## config.mk

```make
export PLATFORM = sky130hd
export DESIGN_NAME = lehmer_prng_flat
export DESIGN_NICKNAME = d
export VERILOG_FILES = /design/src/rtl/lehmer_prng_if.sv /design/src/rtl/lehmer_prng.sv /design/src/flat_wrapper.sv
export SDC_FILE = /design/constraint.sdc
export NUM_CORES = 2
export LEC_CHECK = 0
export BUFFER_PORTS_ARGS = -buffer_cell sky130_fd_sc_hd__buf_2
export CELL_PAD_IN_SITES_DETAIL_PLACEMENT = 1
export CELL_PAD_IN_SITES_GLOBAL_PLACEMENT = 1
export CORE_UTILIZATION = 55
export DETAILED_ROUTE_END_ITERATION = 7
export PLACE_DENSITY_LB_ADDON = 0.1
export RECOVER_POWER = 50
export SLEW_MARGIN = 20
export SYNTH_ARGS = -nofsm -noshare
export SYNTH_HDL_FRONTEND = slang
export SYNTH_SLANG_ARGS = --single-unit
```

## constraint.sdc

```tcl
create_clock -name clk -period 17.7 [get_ports clk]
set_input_delay 0.885 -clock clk [delete_from_list [all_inputs] [get_ports clk]]
set_output_delay 0.885 -clock clk [all_outputs]
set_load 0.05 [all_outputs]
```

## src/rtl/lehmer_prng_if.sv

```systemverilog
// Request/result bundle for the Lehmer PRNG coprocessor.
// Handshake: 4-phase; master raises start with operands valid, slave raises done
// with rand_val valid, master drops start, slave drops done on the next edge.
interface lehmer_prng_if #(
    parameter int WIDTH = 32
);
    logic [WIDTH-1:0] m;
    logic [WIDTH-1:0] a;
    logic [WIDTH-1:0] seed;
    logic             start;
    logic             cont;
    logic             done;
    logic [WIDTH-1:0] rand_val;

    modport master (
        output m, a, seed, start, cont,
        input  done, rand_val
    );

    modport slave (
        input  m, a, seed, start, cont,
        output done, rand_val
    );
endinterface

```

## src/rtl/lehmer_prng.sv

```systemverilog
// Lehmer generator rand = (a * s) mod m; one multiply cycle, then 2*WIDTH restoring-division steps.
// Optional macro PRNG_ZERO_GUARD_EN replaces a zero seed by 1 so the sequence cannot stick at 0.
module lehmer_prng #(
    parameter int WIDTH = 32
) (
    input  logic               clk,
    input  logic               rst,
    lehmer_prng_if.slave       bus,
    output logic [1:0]         dbg_state
);
    localparam int CW = $clog2(2 * WIDTH);
    localparam logic [CW-1:0] LAST_STEP = CW'(2 * WIDTH - 1);

    typedef enum logic [1:0] {
        IDLE = 2'd0,
        MUL  = 2'd1,
        DIV  = 2'd2,
        DONE = 2'd3
    } state_t;

    state_t             state;
    logic [WIDTH-1:0]   m_lat;
    logic [WIDTH-1:0]   a_lat;
    logic [WIDTH-1:0]   s_lat;
    logic [WIDTH-1:0]   last;
    logic [WIDTH-1:0]   rem;
    logic [2*WIDTH-1:0] prod;
    logic [CW-1:0]      cnt;

    logic [WIDTH-1:0]   s_sel;
    logic [WIDTH:0]     rem_shift;
    logic [WIDTH:0]     rem_next;
    logic [WIDTH-1:0]   result;

    always_comb begin
        s_sel = bus.cont ? last : bus.seed;
`ifdef PRNG_ZERO_GUARD_EN
        if (s_sel == '0) s_sel = WIDTH'(1);
`endif
    end

    // Remainder stays below m, so the shifted value fits in WIDTH+1 bits.
    always_comb begin
        rem_shift = {rem, prod[2*WIDTH-1]};
        if (rem_shift >= {1'b0, m_lat}) rem_next = rem_shift - {1'b0, m_lat};
        else                            rem_next = rem_shift;
        // The top bit can only survive when m is 0, which forces the result to 0 anyway.
        if (m_lat == '0 || rem_next[WIDTH]) result = '0;
        else                                result = rem_next[WIDTH-1:0];
    end

    always_ff @(posedge clk) begin
        if (!rst) begin
            state        <= IDLE;
            bus.done     <= 1'b0;
            bus.rand_val <= '0;
            last         <= '0;
            m_lat        <= '0;
            a_lat        <= '0;
            s_lat        <= '0;
            rem          <= '0;
            prod         <= '0;
            cnt          <= '0;
        end else begin
            case (state)
                IDLE: begin
                    bus.done <= 1'b0;
                    if (bus.start) begin
                        m_lat <= bus.m;
                        a_lat <= bus.a;
                        s_lat <= s_sel;
                        state <= MUL;
                    end
                end
                MUL: begin
                    prod  <= {{WIDTH{1'b0}}, a_lat} * {{WIDTH{1'b0}}, s_lat};
                    rem   <= '0;
                    cnt   <= '0;
                    state <= DIV;
                end
                DIV: begin
                    rem  <= rem_next[WIDTH-1:0];
                    prod <= {prod[2*WIDTH-2:0], 1'b0};
                    cnt  <= cnt + 1'b1;
                    if (cnt == LAST_STEP) begin
                        bus.rand_val <= result;
                        last         <= result;
                        bus.done     <= 1'b1;
                        state        <= DONE;
                    end
                end
                DONE: begin
                    if (!bus.start) begin
                        bus.done <= 1'b0;
                        state    <= IDLE;
                    end
                end
                default: begin
                    bus.done <= 1'b0;
                    state    <= IDLE;
                end
            endcase
        end
    end

    assign dbg_state = state;
endmodule

```

## src/flat_wrapper.sv

```systemverilog
// flat-port wrapper written by rule: the top's interface ports become plain ports
module lehmer_prng_flat 
#(
    parameter int WIDTH = 32
)
  (clk, rst, dbg_state, bus_m, bus_a, bus_seed, bus_start, bus_cont, bus_done, bus_rand_val);
  lehmer_prng_if #(.WIDTH(WIDTH)) bus_i ();
  input  logic clk;
  input  logic rst;
  output logic [1:0] dbg_state;
  input wire logic [$bits(bus_i.m)-1:0] bus_m;
  input wire logic [$bits(bus_i.a)-1:0] bus_a;
  input wire logic [$bits(bus_i.seed)-1:0] bus_seed;
  input wire logic [$bits(bus_i.start)-1:0] bus_start;
  input wire logic [$bits(bus_i.cont)-1:0] bus_cont;
  output wire logic [$bits(bus_i.done)-1:0] bus_done;
  output wire logic [$bits(bus_i.rand_val)-1:0] bus_rand_val;
  assign bus_i.m = bus_m;
  assign bus_i.a = bus_a;
  assign bus_i.seed = bus_seed;
  assign bus_i.start = bus_start;
  assign bus_i.cont = bus_cont;
  assign bus_done = bus_i.done;
  assign bus_rand_val = bus_i.rand_val;
  lehmer_prng #(.WIDTH(WIDTH)) u_core (.clk(clk), .rst(rst), .bus(bus_i), .dbg_state(dbg_state));
endmodule
```

# --- After elaboration in Yosys (flattened, before gate mapping) ---
# Cells that the tools add are included.
op_classes:
  addsub: 2
  mul: 1
  n_lt_le_gt_ge: 1
  eq_ne: 7
  mux: 13
  n_reduce_logical: 9
ops:
  columns: ["cell", "n"]
  rows:
  - ["case mux 64 bit (2 select lines)", 1]
  - ["multiplier 32 x 32 -> 64 bit", 1]
  - ["two-way mux 32 bit", 2]
  - ["case mux 32 bit (2 select lines)", 1]
  - [">= comparator 33 x 32 -> 1 bit", 1]
  - ["two-way mux 33 bit", 1]
  - ["subtractor 33 x 32 -> 33 bit", 1]
  - ["logical NOT 32 bit", 1]
  - ["case mux 6 bit (2 select lines)", 1]
  - ["case mux 2 bit (4 select lines)", 1]
  - ["adder 6 x 1 -> 6 bit, second input constant", 1]
  - ["equality test 6 bit, second input constant", 1]
  - ["two-way mux 2 bit", 3]
  - ["AND reduction 3 bit", 2]
  - ["equality test 2 bit, second input constant", 2]
  - ["!= test 2 bit, second input constant", 2]
  - ["AND reduction 2 bit", 2]
  - ["case mux 1 bit (3 select lines)", 1]
  - ["nonzero test 3 bit", 1]
  - ["equality test 2 x 1 -> 1 bit, second input constant", 1]
  - ["logical NOT 2 bit", 1]
  - ["two-way mux 1 bit", 2]
  - ["!= test 2 x 1 -> 1 bit, second input constant", 1]
  - ["nonzero test 2 bit", 1]
  - ["logical OR 1 bit", 1]
totals:
  reg_bits: 233
  input_bits: 100
  output_inout_bits: 35
  wordCells: 42

# --- Longest topological paths before layout ---
depth:
  ltp_word: 4
  ltp_mapped: 28
  depth_no_buf: 26

# --- Worst setup path before layout ---
# OpenSTA, ideal clock, no wires.
synth_timing:
  path_type: "register to register"
  from: "register u_core.a_lat[25]"
  to: "register u_core.prod[60]"
  setup_time_ns: 0.129
  t_arrival_ns: 7.133
  required_time_ns: 17.571
  slack_ns: 10.438
  stages_incl_launch_ff: 26
  path_buffers: 2
  synth_period_minus_slack_ns: 7.262
  path_cell_list: "dfxtp_1 clkbuf_1 nand2_1 fa_1 fa_1 fa_1 fa_1 inv_1 fa_1 fa_1 fa_1 inv_1 fa_1 inv_1 ha_1 buf_2 a21o_1 a21o_1 a2111oi_0 nand4_1 o211ai_1 o21ai_1 a21o_1 a221oi_1 xor2_1 o21ai_0"
synth_via:
  elab_chain_len: 2
synth_lines:
  columns: ["element", "line_no", "text"]
  rows:
  - ["from (decl)", "lehmer_prng.sv:23", "logic [WIDTH-1:0] a_lat;"]
  - ["from (signal assigned)", "lehmer_prng.sv:70", "a_lat <= bus.a;"]
  - ["multiplier 32 x 32 -> 64 bit", "lehmer_prng.sv:76", "prod <= {{WIDTH{1'b0}}, a_lat} * {{WIDTH{1'b0}}, s_lat};"]
  - ["case mux 64 bit (2 select lines)", "lehmer_prng.sv:65", "case (state)"]
  - ["to (signal assigned)", "lehmer_prng.sv:76", null]
  - ["to (signal assigned)", "lehmer_prng.sv:83", "prod <= {prod[2*WIDTH-2:0], 1'b0};"]
  - ["to (decl)", "lehmer_prng.sv:27", "logic [2*WIDTH-1:0] prod;"]
# No other way between the ends.
# A chain may end at the register's enable or synchronous reset.

# --- Worst setup path after layout ---
layout_timing:
  from: "input port rst"
  to: "register u_core.s_lat[7]"
layout_rtl:
  columns: ["element", "line_no", "text"]
  rows:
  - ["from (decl)", "flat_wrapper.sv:9", "input logic rst;"]
  - ["to (signal assigned)", "lehmer_prng.sv:71", "s_lat <= s_sel;"]
  - ["to (decl)", "lehmer_prng.sv:24", "logic [WIDTH-1:0] s_lat;"]
# No word-level cell between the ends.

==> impl_results.md <==
* Syn Nets at around 6300
* Initial Util at 0.559
* Row cnt at around 100
* Synth cell types at slightly above 80
* Leak at around 23 nW
* Area leader, netlist: fa_1
* Horizontal die dimension at 286 µm
* First-pass GRT wire length at around 210 mm
* Fmax at around 120 MHz
* Post-synth ARST share at 0
* Max FO, Critical Path at slightly below 90
* IO Pins at between 100 and 150
* Area growth, synth to finish at 4.84%
* TritonCTS clock tree: built
* Sequential fraction of the synthesis area at 0.105
* Final Wtd Congestion at ~0.91
* Yosys warning count at 0
* RSZ-0062 raised after global routing: false
* Post-synth EDFFs at 0
* Hold WC Path Type: register to register
* Syn Inst Count at about 5000
* Synthesized area per cell at 8.80 µm²
* WHS Path Cells at 2
* Hold Worst Slack at ~0.45 ns
* Startpoint Class: input pin
* Clk_lat worst skew at about 0.57 ns
* Initial antenna violation count at 6
* Worst-Margin Slew at between 4 and 5 ns
* CTS H-Tree Depth at 1
* Clk slew on worst S/H paths at about 0.08 ns
* DP HPWL at 103 mm
* Port buffer count at about 130
* Vias in the first global route at around 40000
* DIE HEIGHT at about 290 µm
* Post-CTS Setup Bufs at 0
* Ys flop type: dfxtp_1
* Routed Antenna Nets at 0
* Worst Skew at about 0.026 ns
* DRC viols at 0
* DR WL/cell at around 22 µm
* Drt first pass iters at 5
* TritonCTS Buffers at 26
* # fillers at around 9400
* Failing checks: capacitance limit, slew limit
* CP Data Required Time at approximately 18 ns
* Total grt overflow at 0
* Post-synthesis cell area at between 40000 and 50000 µm²
* Root Buffer: clkbuf_16
* Cell Pwr Density at approximately 110 nW/µm²
* Setup TNS at 0 ns
* Total routed wirelength at 131 mm
* CORE AREA at approximately 80000 µm²
* Total Routing Usage GR at 0.334
* Via count at ~34000
* Slew headroom at -1.74
* Largest cells by area after synthesis: fa_1, dfxtp_1, and2_1
* Status: finished, violations left
* Clock sinks at roughly 230
* Synth top area share at 0.405
* Critical path class: input pin to register
* Hold Vio Cnt, Final at 0
* Reg2reg path depth at 23
* Largest net degree at the start of global routing at around 100
* Crit path DAT at a little under 9 ns
* CP Capture Type: register
* Post-cts gate resize count at 0
* Max_cap viols at 6
* Clock Path Buffers at 3
* Power Total at ~0.0053 W
* Hold Buf Count CTS at 0
* Nets at around 6300
* Slew Viols, Final at approximately 440
* Peak VDD IR at roughly 0.15 mV
* #FFs+latches synth at 233
* Initial DRC count at 1581
* # setup viols final at 0
* Via/cell ratio at roughly 5.7
* Final period util at 0.478
* Die area at 81800 µm²
* Layout cells sized above 1 at 0.0482
* Final min period at approximately 8.5 ns
[kinds of logic after synthesis]
logic type      synth area share
buf+inv                    0.104
xor+xnor                  0.0166
simple gates               0.179
compound gates            0.0892
mux                       0.0159
fa+ha+maj                  0.490
flops                      0.105
[state kept, by name, summed over array words and instances (netlist names)]
| signal | count |
|---|---|
| u_core.a_lat | 32 |
| u_core.bus.done | 1 |
| u_core.bus.rand_val | 32 |
| u_core.cnt | 6 |
| u_core.dbg_state | 2 |
| u_core.m_lat | 32 |
| u_core.prod | 64 |
| u_core.rem | 32 |
| u_core.s_lat | 32 |
[synth_stat cells, types with 4 or more instances]
library cell,n
inv_1,904
fa_1,897
nand2_1,715
and2_1,602
ha_1,301
clkbuf_1,288
dfxtp_1,233
a21oi_1,196
nor2_1,167
o21ai_0,109
mux2i_1,68
xnor2_1,55
a21o_1,50
a211oi_1,49
nand4_1,33
xor2_1,29
a2bb2oi_1,23
nand3_1,22
nor3_1,21
o21bai_1,20
o21ai_1,19
o211ai_1,18
nor2b_1,16
o21a_1,15
a22oi_1,14
a31oi_1,14
nor4_1,13
buf_1,10
and3_1,9
buf_2,9
o22ai_1,9
o2bb2ai_1,9
a311oi_1,8
nand2b_1,8
or3_1,6
a221oi_1,5
a41oi_1,5
o311a_1,4
or2_2,4
[final cells by class]
cell class	count	area, µm²	area share
multi-input cells	3591	35100	0.755
flip-flops and latches	233	4660	0.100
inverters	906	3400	0.0732
well taps	1050	1310	0.0283
repair buffers	210	1180	0.0254
clock buffers	30	687	0.0148
clock inverters	14	155	0.00334
diodes	2	5.00	0.000108
[cell usage in the layout (no fill, tap or decap), types with 29 or more instances in the layout]
cell      synthesis  layout
clkbuf_1        288      42
xor2_1           29      29
nand4_1          33      33
inv_1           904     904
buf_2             9      99
a21oi_1         196     196
fa_1            897     897
nor2_1          167     166
dfxtp_1         233     233
xnor2_1          55      55
ha_1            301     301
a21o_1           50      50
nand2_1         715     714
and2_1          602     601
buf_4             2      72
a211oi_1         49      48
mux2i_1          68      68
o21ai_0         109     109
[worst paths after layout]
path                                 startpoint                             to  slack, ns
hold reg to reg   u_core.a_lat[28]$_SDFFE_PN0P_  u_core.a_lat[28]$_SDFFE_PN0P_       0.45
setup / recovery                            rst   u_core.s_lat[7]$_SDFFE_PN0P_       9.23
hold / removal    u_core.a_lat[28]$_SDFFE_PN0P_  u_core.a_lat[28]$_SDFFE_PN0P_       0.45
setup reg to reg  u_core.a_lat[23]$_SDFFE_PN0P_   u_core.prod[60]$_SDFFE_PN0P_       9.45
[per-layer routing]
metal / global-route usage / part of all wire / vias up
met2: 0.608 / 0.52 / 858
met3: 0.0297 / 0.040 / 270
met4: 0.109 / 0.036 / 0
met1: 0.415 / 0.40 / 18000
li1: - / - / 15200
met5: 0 / 0 / -
[worst max-delay path, cell delays in order]
cell,delay [ns]
buf_2,0.07
clkbuf_1,1.63
clkinvlp_2,2.99
clkbuf_1,1.89
a211oi_1,1.27
[per-stage QoR]
step | instance area (µm²) | setup WS (ns) | utilization | instances
final | 46500 | 9.23 | 0.586 | 6036
after global routing | 46500 | 8.75 | 0.586 | 6034
after CTS | 46600 | 9.46 | 0.587 | 6034
after detailed placement | 45700 | 9.45 | 0.576 | 5990
after global placement | 45700 | 9.62 | 0.576 | 5990
after floorplan | 44400 | 10.44 | - | 5043
[power breakdown]
group	switching, W	leakage [nW]	internal (W)
combinational	0.00259	20.4	0.00143
sequential	0.0000581	1.90	0.000621
clock	0.000246	0.397	0.000309
Power figures use the tool's default switching activity.
